<file path="config.mk">
export PLATFORM = sky130hd
export DESIGN_NAME = silly_step_sequencer
export DESIGN_NICKNAME = d
export VERILOG_FILES = /design/src/rtl/silly_pkg.sv /design/src/rtl/silly_step_mem.sv /design/src/rtl/silly_step_sequencer.sv
export SDC_FILE = /design/constraint.sdc
export NUM_CORES = 1
export LEC_CHECK = 0
export ABC_AREA = 1
export CORE_ASPECT_RATIO = 1.5
export CORE_MARGIN = 3
export CORE_UTILIZATION = 30
export DETAILED_ROUTE_END_ITERATION = 10
export SYNTH_ARGS = -nofsm -noshare
export SYNTH_HDL_FRONTEND = slang
export SYNTH_SLANG_ARGS = --single-unit
</file>
<file path="constraint.sdc">
create_clock -name clk -period 5.4 [get_ports clk]
set_input_delay 1.62 -clock clk [delete_from_list [all_inputs] [get_ports clk]]
set_output_delay 1.62 -clock clk [all_outputs]
set_load 0.01 [all_outputs]
</file>
<file path="src/rtl/silly_pkg.sv">
// -----------------------------------------------------------------------------
// silly_pkg
//   Shared definitions for the silly step sequencer:
//     - state_t      : playback FSM states
//     - DEPTH_DEF    : default number of program steps
//     - HOLD_W_DEF   : default width of the per-step hold count
//     - step_t       : one program step (data byte + hold count) at the
//                      default hold width
// -----------------------------------------------------------------------------
package silly_pkg;

  localparam int DEPTH_DEF  = 8;
  localparam int HOLD_W_DEF = 4;

  typedef enum logic [1:0] {
    IDLE = 2'd0,
    RUN  = 2'd1,
    DONE = 2'd2
  } state_t;

  typedef struct packed {
    logic [7:0]            data;
    logic [HOLD_W_DEF-1:0] hold;
  } step_t;

endpackage

</file>
<file path="src/rtl/silly_step_mem.sv">
// -----------------------------------------------------------------------------
// silly_step_mem
//   DEPTH-entry register file holding the step program.
//   One synchronous write port, one combinational read port.
//
//   Ports:
//     clk      in   system clock
//     wr_en    in   write strobe
//     wr_addr  in   write slot
//     wr_rec   in   step record to store
//     rd_addr  in   read slot
//     rd_rec   out  step record at rd_addr (combinational)
// -----------------------------------------------------------------------------
module silly_step_mem #(
  parameter int  DEPTH = silly_pkg::DEPTH_DEF,
  parameter type rec_t = silly_pkg::step_t
) (
  input  logic                     clk,
  input  logic                     wr_en,
  input  logic [$clog2(DEPTH)-1:0] wr_addr,
  input  rec_t                     wr_rec,
  input  logic [$clog2(DEPTH)-1:0] rd_addr,
  output rec_t                     rd_rec
);

  rec_t mem [DEPTH];

  // NOTE: the storage array has no reset on purpose; slots are only read
  // below the program count, which itself is reset, so stale contents are
  // never observed and the array can map onto plain flops or a RAM.
  always_ff @(posedge clk) begin
    if (wr_en) begin
      mem[wr_addr] <= wr_rec;
    end
  end

  assign rd_rec = mem[rd_addr];

endmodule

</file>
<file path="src/rtl/silly_step_sequencer.sv">
// -----------------------------------------------------------------------------
// silly_step_sequencer
//   Programmable step sequencer for the silly datapath. The host appends
//   steps (data byte + hold count) while idle; on start the steps are played
//   onto dp_in back to back, each for hold+1 cycles, optionally looping.
//   dp_out is captured in the final cycle of every step.
//
//   Ports:
//     clk, rst_n  in   clock, asynchronous active-low reset
//     wr_en       in   append one step (idle only)
//     wr_data     in   step data byte
//     wr_hold     in   step hold count
//     clr         in   empty the program (idle only)
//     start       in   begin playback (pulse)
//     stop        in   abort playback (pulse)
//     loop        in   wrap to step 0 after the last step
//     dp_out      in   datapath output, sampled for capture
//     dp_in       out  datapath input bus (registered)
//     busy        out  playback in progress (RUN or DONE)
//     full        out  program holds DEPTH steps
//     step_idx    out  index of the step currently driven
//     capture     out  last captured dp_out
//     cap_valid   out  one-cycle pulse when capture updates
// -----------------------------------------------------------------------------
module silly_step_sequencer
  import silly_pkg::*;
#(
  parameter int DEPTH  = DEPTH_DEF,
  parameter int HOLD_W = HOLD_W_DEF
) (
  input  logic                     clk,
  input  logic                     rst_n,
  input  logic                     wr_en,
  input  logic [7:0]               wr_data,
  input  logic [HOLD_W-1:0]        wr_hold,
  input  logic                     clr,
  input  logic                     start,
  input  logic                     stop,
  input  logic                     loop,
  input  logic [7:0]               dp_out,
  output logic [7:0]               dp_in,
  output logic                     busy,
  output logic                     full,
  output logic [$clog2(DEPTH)-1:0] step_idx,
  output logic [7:0]               capture,
  output logic                     cap_valid
);

  localparam int AW = $clog2(DEPTH);
  localparam int CW = AW + 1;  // count spans 0..DEPTH inclusive

  typedef struct packed {
    logic [7:0]        data;
    logic [HOLD_W-1:0] hold;
  } rec_t;

  state_t            state;
  logic [CW-1:0]     count;
  logic [HOLD_W-1:0] hold_cnt;

  logic              last_step;
  logic              wr_accept;
  logic [AW-1:0]     rd_addr;
  rec_t              rd_rec;
  rec_t              wr_rec;

  assign busy = (state != IDLE);
  assign full = (count == CW'(DEPTH));

  // A write wins over start, loses to clr, and is dropped when full.
  assign wr_accept = (state == IDLE) && !clr && wr_en && !full;
  assign wr_rec    = '{data: wr_data, hold: wr_hold};

  assign last_step = ({1'b0, step_idx} == (count - CW'(1)));

  // The single read port always presents the step that will be loaded next:
  // step 0 when starting or wrapping, otherwise the following step.
  assign rd_addr = (state == RUN && !last_step) ? step_idx + AW'(1) : '0;

  silly_step_mem #(
    .DEPTH (DEPTH),
    .rec_t (rec_t)
  ) u_mem (
    .clk     (clk),
    .wr_en   (wr_accept),
    .wr_addr (count[AW-1:0]),
    .wr_rec  (wr_rec),
    .rd_addr (rd_addr),
    .rd_rec  (rd_rec)
  );

  // NOTE: all state here is assigned with non-blocking (<=) so every
  // register samples values from before the edge; blocking assignments would
  // let later statements see half-updated state and break the hold countdown.
  always_ff @(posedge clk or negedge rst_n) begin
    if (!rst_n) begin
      state     <= IDLE;
      count     <= '0;
      hold_cnt  <= '0;
      step_idx  <= '0;
      dp_in     <= '0;
      capture   <= '0;
      cap_valid <= 1'b0;
    end else begin
      cap_valid <= 1'b0;

      case (state)
        IDLE: begin
          dp_in <= '0;
          if (clr) begin
            count <= '0;
          end else if (wr_en) begin
            if (!full) begin
              count <= count + CW'(1);
            end
          end else if (start && !stop && (count != '0)) begin
            state    <= RUN;
            dp_in    <= rd_rec.data;
            hold_cnt <= rd_rec.hold;
            step_idx <= '0;
          end
        end

        RUN: begin
          if (stop) begin
            state    <= IDLE;
            dp_in    <= '0;
            step_idx <= '0;
          end else if (hold_cnt != '0) begin
            hold_cnt <= hold_cnt - HOLD_W'(1);
          end else begin
            // Final cycle of the current step: dp_out still reflects it.
            capture   <= dp_out;
            cap_valid <= 1'b1;
            if (!last_step) begin
              step_idx <= step_idx + AW'(1);
              dp_in    <= rd_rec.data;
              hold_cnt <= rd_rec.hold;
            end else if (loop) begin
              step_idx <= '0;
              dp_in    <= rd_rec.data;
              hold_cnt <= rd_rec.hold;
            end else begin
              state    <= DONE;
              dp_in    <= '0;
              step_idx <= '0;
            end
          end
        end

        DONE: begin
          state <= IDLE;
        end

        default: begin
          state <= IDLE;
          dp_in <= '0;
        end
      endcase
    end
  end

endmodule

</file>
-- After elaboration in Yosys (flattened, before gate mapping)
Memories as Yosys holds them, arrays and structs flattened.
Cells that the tools add are included.
- bits in registers: 30
- bits in latches: 0
- bits in writable memories: 96
- memory bits (read-only): 0
- input port bits: 27
- logic and storage cells: 90
- memories: 1
- memory list (memory ; words ; bits a word ; rd ports ; clocked after Yosys merged registers in ; wr ports ; RTL line ; RTL):
    u_mem.mem ; 8 ; 12 ; 1 ; 0 ; 1 ; silly_step_mem.sv:26 ; rec_t mem [DEPTH];
- add/sub/neg operators: 4
- $mul: 0
- div/mod/pow operators: 0
- $lt $le $gt $ge: 0
- equal/unequal tests: 13
- shifts and indexed selects: 0
- multiplexer cells: 40
- bitwise operators: 3
- reduce and logical (&&, ||, !) cells: 22
- operators with widths (kind ; count):
    $mux 8 ; 7
    $mux 4 ; 10
    $pmux 8 s3 ; 1
    $mux 3 ; 7
    $mux 2 ; 7
    $reduce_and 6->1 ; 2
    $ne 3x3->1 const B ; 3
    $ne 2x2->1 const B ; 4
    $pmux 4 s2 ; 1
    $reduce_bool 4->1 ; 2
    $sub 4x1->4 const B ; 2
    $logic_and 1x1->1 ; 6
    $pmux 3 s2 ; 1
    $reduce_and 3->1 ; 2
    $reduce_bool 2->1 ; 3
    $mux 1 ; 5
    $reduce_and 5->1 ; 1
    $add 4x1->4 const B ; 1
    $eq 3x4->1 ; 1
    $eq 4x4->1 const B ; 1
    $logic_not 1->1 ; 4
    $ne 4x3->1 const B ; 1
    $pmux 2 s2 ; 1
    $add 3x1->3 const B ; 1
    other kinds (6) ; 8

-- Depth between registers and ports, before layout
Gate-level depths: netlist (run 1).
An unclocked memory read counts as a cell.
- depth in word-level cells: 11
- depth in mapped cells: 17
- depth with buffers taken out: 16

-- Cells and area by module
From an unflattened synthesis (run 1), not the netlist that was laid out.
- cells, all modules: 651
- area total of the unflattened synthesis: 5953.2 um2
- modules (own cells, without submodules) (module ; times used ; cells each ; area an instance (um2) ; sequential area each (um2)):
    silly_step_mem ; 1 ; 433 ; 4239.1 ; 2882.8
    silly_step_sequencer ; 1 ; 218 ; 1714.1 ; 750.7

-- Least setup slack after synthesis (run 1)
Ideal clock, no wire load.
- path kind: input to register
- start: input wr_en
- end: memory u_mem.mem[0][0] (netlist bit) (enable)
- data arrival time: 3.396 ns
- setup slack: 1.592 ns
- stages: 6
- buffers on the path: 0
- cell sequence: inv_1 -> nor3_1 -> inv_1 -> nor2_1 -> inv_1 -> nor4_1
- longest elaborated chain between the ends: 4
- ends and longest elaborated chain (what ; RTL line ; RTL):
    start: declaration ; silly_step_sequencer.sv:33 ; input logic wr_en,
    $logic_and 1x1->1 (2 in series) ; silly_step_sequencer.sv:71 ; assign wr_accept = (state == IDLE) && !clr && wr_en && !full;
    $mux 1 ; silly_step_mem.sv:32 ; if (wr_en) begin
    $mux 1 (implied by the code) ; silly_step_mem.sv:33 ; mem[wr_addr] <= wr_rec;
    end: declaration ; silly_step_mem.sv:26 ;
Every way passes these cells.

-- Worst setup path in the final report (run 1)
- start: register count[1]
- end: output full
- longest elaborated chain between the ends: 1
- ends and longest elaborated chain (what ; RTL line ; RTL):
    start: declaration ; silly_step_sequencer.sv:58 ; logic [CW-1:0] count;
    start signal: assignment ; silly_step_sequencer.sv:114 ; count <= count + CW'(1);
    $eq 4x4->1 ; silly_step_sequencer.sv:68 ; assign full = (count == CW'(DEPTH));
    end: declaration ; silly_step_sequencer.sv:43 ; output logic full,
Every way passes these cells.

==> run metrics, run 1 <==
status finished, final reports clean; dpl hpwl 10190 um; Worst Setup Path Type reg -> out; Post-Syn Area 5613 um2; clock buffer count from CTS 17; Clock power frac 34.3%; top routing layer used met4; ant diodes 0; Final Cycle Share 70.00%; ranking of synthesized cells by area edfxtp_1 (51%), dfrtp_1 (13%), nand2_1 (12%); leakage power 2.904 nW; CTS root buf clkbuf_16; share of the synthesized area in the top cell type 51.36%; setup tns final 0 ns; Final Cell Area 6887 um2; IO Count 49; vias in the first global route 4048; layout cell share with drive strength beyond 1 10.44%; Avg Cell Area, Syn 10.22 um2; count of cell types in the netlist 33; Area Overhead vs Synth 22.69%; dpl ws 1.212 ns; Worst Path Required 3.78 ns; RSZ-0062 raised after global routing false; pins over their slew limit 0; clock latency on the worst-skew pair 0.41 ns; # Post-CTS Setup Buffers 0; initial core utilization 30.90%; Logic pwr share 25.9%; final wirelength 13980 um; WL met2 7491 um; cell taking the most area after synthesis edfxtp_1; via count 3980; global-route wire length before repair 22130 um; P_sw 0.0009732 W; core area 18170 um2; Mapped Cells 549; CTS tree built; Clock Skew 0.008516 ns; deepest level of the CTS H-tree 4; Die Ht 173.5 um; Hold Buf Count CTS 0; Post-synth EDFFs 96; Non-Filler Instances 861; relative max-transition margin 31.12%; fmax 0.2645 GHz; Worst Path Arrival 2.16 ns; Max Cap Viol 0; chip width 117.7 um; fin util 37.91%; DRT Pass-1 Iters 6; crit end category output port; I/O Buffers 48; DR WL/cell 16.24 um; Reg clk slew, reported paths 0.06 ns; HP Class reg -> reg; DP Cell Count 829; CTS sink count 126; pin count of the biggest net entering global routing 65; placed inst area 6337 um2; synth cell count leaders nand2_1 (174), edfxtp_1 (96), inv_1 (67); worst slew pin tran 1.029 ns; register area share after synthesis 64.73%; top_reg_cell synth edfxtp_1; antenna viol nets, final 0; count leader, synth nand2_1; DRC viols 0; initial antenna violation count 0; area of the die 20420 um2; CTS Buffer Depth 2; DRT iter0 DRCs 306; Setup-failing EPs final 0; WL met1 5356 um; Filler Cells Inserted 1766; sw frac 31.92%; post-cts resize count 0; FF+latch count, synth 126; Cell Pwr Density 442.7 nW/um2; total gr overflow 0; yosys warns 0; Reg power frac 39.8%; met3 routed WL 563 um; Final nets 631; internal power 0.002076 W; min Tclk post-route 3.780 ns; Hold Fails Final Rpt 0; crit-path max FO 7; GRT Total Usage 14.14%; standard-cell row count 60; Critical Path Source Type flip-flop; asr flop ratio synth 23.81%; worst vdd ir 0.2200 mV; fin worst setup slack 1.620 ns; drt via density 4.623; Mapped Nets 580; routability cong. 0.8860
-- cell families (layout without fill, tap and decap cells) --
group                    count (synthesis)  after routing  share of synthesized area, %
AO/OA/AOI/OAI                           36             36                         4.570
XOR/XNOR                                 2              2                        0.3121
adder cells (fa/ha/maj)                  4              4                        0.8917
buffers and inverters                  100            164                         7.356
flip-flops                             126            126                         64.73
AND/OR/NAND/NOR                        281            281                         22.14
-- per-layer routing --
layer,up-vias,global-route usage (%)
met5,-,0
met4,0,8.020
met3,35,2.873
met2,129,25.82
met1,1889,15.04
li1,1927,-
-- final cells by class --
cell class | instances | area, um2 | area share [%]
Timing Repair Buffer | 52 | 510.5 | 7.413
Clock buffer | 20 | 436.7 | 6.341
Clock inverter | 12 | 112.6 | 1.635
Sequential cell | 126 | 3633 | 52.76
Inverter | 80 | 300.3 | 4.360
Multi-Input combinational cell | 323 | 1583 | 22.98
Tap cell | 248 | 310.3 | 4.506
-- worst max-delay path, cell delays in order, from the launching register on --
cell and delay, ns:
dfrtp_1 0.50, inv_1 0.21, ha_1 0.23, nand2_1 0.10
nor2_1 0.14, clkdlybuf4s50_1 0.57
-- registers in the layout (all words and copies together) (netlist names) --
register and flops:
step_idx 3, state 2, count 4, hold_cnt 4
cap_valid 1, u_mem.mem 96, dp_in 8, capture 8
-- path summary, 6_finish.rpt --
check | start | end | slack, ns | cells after the start
max | count[1]$_DFFE_PN0P_ | full | 1.62 | 5
min in group asynchronous | rst_n | step_idx[0]$_DFFE_PN0P_ | 1.61 | 2
min reg2reg | capture[2]$_DFFE_PN0P_ | capture[2]$_DFFE_PN0P_ | 0.47 | 2
max in group asynchronous | rst_n | dp_in[7]$_DFFE_PN0P_ | 3.48 | 2
min | capture[2]$_DFFE_PN0P_ | capture[2]$_DFFE_PN0P_ | 0.47 | 2
max reg2reg | count[1]$_DFFE_PN0P_ | u_mem.mem[4][2]$_DFFE_PP_ | 2.24 | 9
-- cells in the final DEF (no fill, tap or decap), types with 2 or more instances in the layout --
master / netlist / layout
nor2_2: 6 / 6
buf_4: 2 / 4
inv_2: 12 / 12
dfrtp_1: 30 / 30
nor3_2: 0 / 2
o21ai_1: 3 / 3
clkinv_4: 0 / 2
nand2_4: 2 / 2
clkinv_1: 1 / 2
nand3_4: 2 / 2
o21ai_2: 4 / 4
nand2_1: 174 / 174
o21ai_0: 4 / 4
clkbuf_16: 0 / 17
clkbuf_1: 2 / 3
inv_1: 67 / 67
ha_1: 4 / 4
a21oi_1: 4 / 4
o211ai_1: 17 / 17
nor2_1: 17 / 17
edfxtp_1: 96 / 96
clkinvlp_4: 0 / 4
inv_6: 0 / 3
nand3_1: 57 / 57
clkdlybuf4s50_1: 0 / 48
nand4_1: 16 / 16
-- power groups by stage --
stage	Clock [W]	Sequential (W)	Combinational [W]
global route	0.00111	0.00122	0.000890
global placement	0	0.00123	0.000780
detailed placement	0	0.00123	0.000794
floorplan	0	0.00124	0.000504
finish	0.00105	0.00121	0.000790
CTS	0.00106	0.00121	0.000799
-- metrics by stage --
stage / total power (W) / hold WS, ns
after floorplan: 0.001743 / 0.4908
after global placement: 0.002010 / 0.4531
after detailed placement: 0.002027 / 0.4595
after CTS: 0.003074 / 0.4727
after global routing: 0.003222 / 0.4972
final: 0.003049 / 0.4661
Note: power is estimated with default switching activity, not from simulation.
==> run 2: changes to the inputs <==
- clock period: 5.4 -> 3.8 ns (I/O delays scaled with it)
==> run metrics, run 2 (same netlist as run 1, synthesis figures left out) <==
leakage power 2.952 nW (was 2.904 nW); pin count of the biggest net entering global routing 65 (unchanged); Critical Path Source Type flip-flop (unchanged); Tot Pwr 0.004362 W (was 0.003049 W); DR WL/cell 15.99 um (was 16.24 um); chip width 117.7 um (unchanged); R2R Path Start count[1]$_DFFE_PN0P_ (unchanged); placed inst area 6390 um2 (was 6337 um2); initial core utilization 30.90% (unchanged); Cell Pwr Density 627.3 nW/um2 (was 442.7 nW/um2); Worst Setup Path Type reg -> out (unchanged); HP Class reg -> reg (unchanged); CTS root buf clkbuf_16 (unchanged); Hold Fails Final Rpt 0 (unchanged); ant diodes 0 (unchanged); fin worst setup slack 0.5528 ns (was 1.620 ns); internal power 0.002956 W (was 0.002076 W); most common cell after layout, fill and taps aside nand2_1 (unchanged); layout cell share with drive strength beyond 1 11.94% (was 10.44%); top flop regs u_mem.mem: 96 flops, capture: 8 flops, dp_in: 8 flops (unchanged); DRC viols 0 (unchanged); IO Count 49 (unchanged); Final Cycle Share 85.45%; GRT Total Usage 13.97% (was 14.14%); min Tclk post-route 3.247 ns; crit end category output port (unchanged); fmax 0.3080 GHz; # Post-CTS Setup Buffers 0 (unchanged); routability cong. 0.8782 (was 0.8860); Filler Cells Inserted 1811 (was 1766); crit-path max FO 7 (unchanged); most frequent cells in the layout nand2_1 (174), edfxtp_1 (96), inv_1 (67) (unchanged); post-cts resize count 0 (unchanged); DRT Pass-1 Iters 5 (was 6); relative max-transition margin 52.03% (was 31.12%); total gr overflow 0 (unchanged); sw frac 32.24% (was 31.92%); clock latency on the worst-skew pair 0.41 ns (about the same); max FFs per register 96 (unchanged); standard-cell row count 60 (unchanged); Worst Path Arrival 2.11 ns (was 2.16 ns); setup tns final 0 ns (unchanged); Final Cell Area 6954 um2 (was 6887 um2); deepest level of the CTS H-tree 4 (unchanged); dpl hpwl 10080 um (was 10190 um); Logic pwr share 25.7% (was 25.9%); core area 18170 um2 (unchanged); critical path's largest stage delay 0.57 ns (about the same); Max Cap Viol 0 (unchanged); Reg power frac 39.5% (was 39.8%); vias in the first global route 4212 (was 4048); largest reg by FF count u_mem.mem (unchanged); Clock power frac 34.8% (was 34.3%); dpl ws 0.6349 ns (was 1.212 ns); CP cell instances inv_1, ha_1, nand2_1, nor2_1, clkdlybuf4s50_1 (unchanged); CTS sink count 126 (unchanged); worst vdd ir 0.3810 mV (was 0.2200 mV); CP Launch Point count[1]$_DFFE_PN0P_ (unchanged); Hold Buf Count CTS 0 (unchanged); status finished, final reports clean (unchanged); Die Ht 173.5 um (unchanged); P_sw 0.001406 W (was 0.0009732 W); worst hold start capture[7]$_DFFE_PN0P_ (was capture[2]$_DFFE_PN0P_); Worst Path Required 2.66 ns (was 3.78 ns); DRT iter0 DRCs 227 (was 306); drt via density 4.649 (was 4.623); pins over their slew limit 0 (unchanged); global-route wire length before repair 21960 um (was 22130 um); Setup-failing EPs final 0 (unchanged); Area Overhead vs Synth 23.90% (was 22.69%); initial antenna violation count 0 (unchanged); RSZ-0062 raised after global routing false (unchanged); final wirelength 13880 um (was 13980 um); via count 4035 (was 3980); CTS tree built (unchanged); Hold WS 0.4664 ns (was 0.4661 ns); Reg clk slew, reported paths 0.06 ns (about the same); Final nets 638 (was 631); area of the die 20420 um2 (unchanged); CTS Buffer Depth 2 (unchanged); Clock Skew 0.008312 ns (was 0.008516 ns); I/O Buffers 48 (unchanged); slowest CP cell clkdlybuf4s50_1 (unchanged); antenna viol nets, final 0 (unchanged); worst slew pin tran 0.7147 ns (was 1.029 ns); clock buffer count from CTS 17 (unchanged)
[run 2: per-layer routing]
metal / vias to the layer above / GRT usage (%) / share of wire [%]
met5: - / 0 / 0
met2: 136 / 25.99 / 54
li1: 1948 / - / -
met1: 1916 / 14.30 / 37
met3: 35 / 3.330 / 4.8
met4: 0 / 7.482 / 4.2
[run 2: cell type report]
class / instances / area (um2) / share of cell area [%]
Clock buffer: 17 / 425.4 / 6.117
Clock inverter: 15 / 138.9 / 1.997
Inverter: 80 / 300.3 / 4.318
Multi-Input combinational cell: 323 / 1583 / 22.76
Sequential cell: 126 / 3633 / 52.25
Tap cell: 248 / 310.3 / 4.462
Timing Repair Buffer: 59 / 563.0 / 8.096
[run 2: worst max-delay path: cells and delay by family, from the launching register on]
kind                       cells  cell delay, ns
buffers and inverters          2            0.75
adders and majority gates      1            0.22
DFF                            1            0.47
and+or+nand+nor                2            0.25
[run 2: path summary, 6_finish.rpt]
check | end | slack, ns | depth (start not counted)
max | full | 0.55 | 5
min in group asynchronous | step_idx[2]$_DFFE_PN0P_ | 1.12 | 2
min reg2reg | capture[7]$_DFFE_PN0P_ | 0.47 | 2
max in group asynchronous | capture[3]$_DFFE_PN0P_ | 2.37 | 2
min | capture[7]$_DFFE_PN0P_ | 0.47 | 2
max reg2reg | dp_in[1]$_DFFE_PN0P_ | 0.79 | 12
[run 2: power groups by stage]
stage	clock network (W)	registers [W]	logic (W)
floorplan	0	0.00176	0.000716
global placement	0	0.00174	0.00110
detailed placement	0	0.00175	0.00113
CTS	0.00155	0.00172	0.00113
global route	0.00161	0.00174	0.00126
finish	0.00152	0.00172	0.00112
[run 2: through the flow]
| step | util, % | cells |
|---|---|---|
| 2_1_floorplan | - | 549 |
| 3_3_place_gp | 35.17 | 836 |
| 3_5_place_dp | 35.17 | 836 |
| 4_1_cts | 38.28 | 868 |
| 5_1_grt | 38.28 | 868 |
| 6_report | 38.28 | 868 |
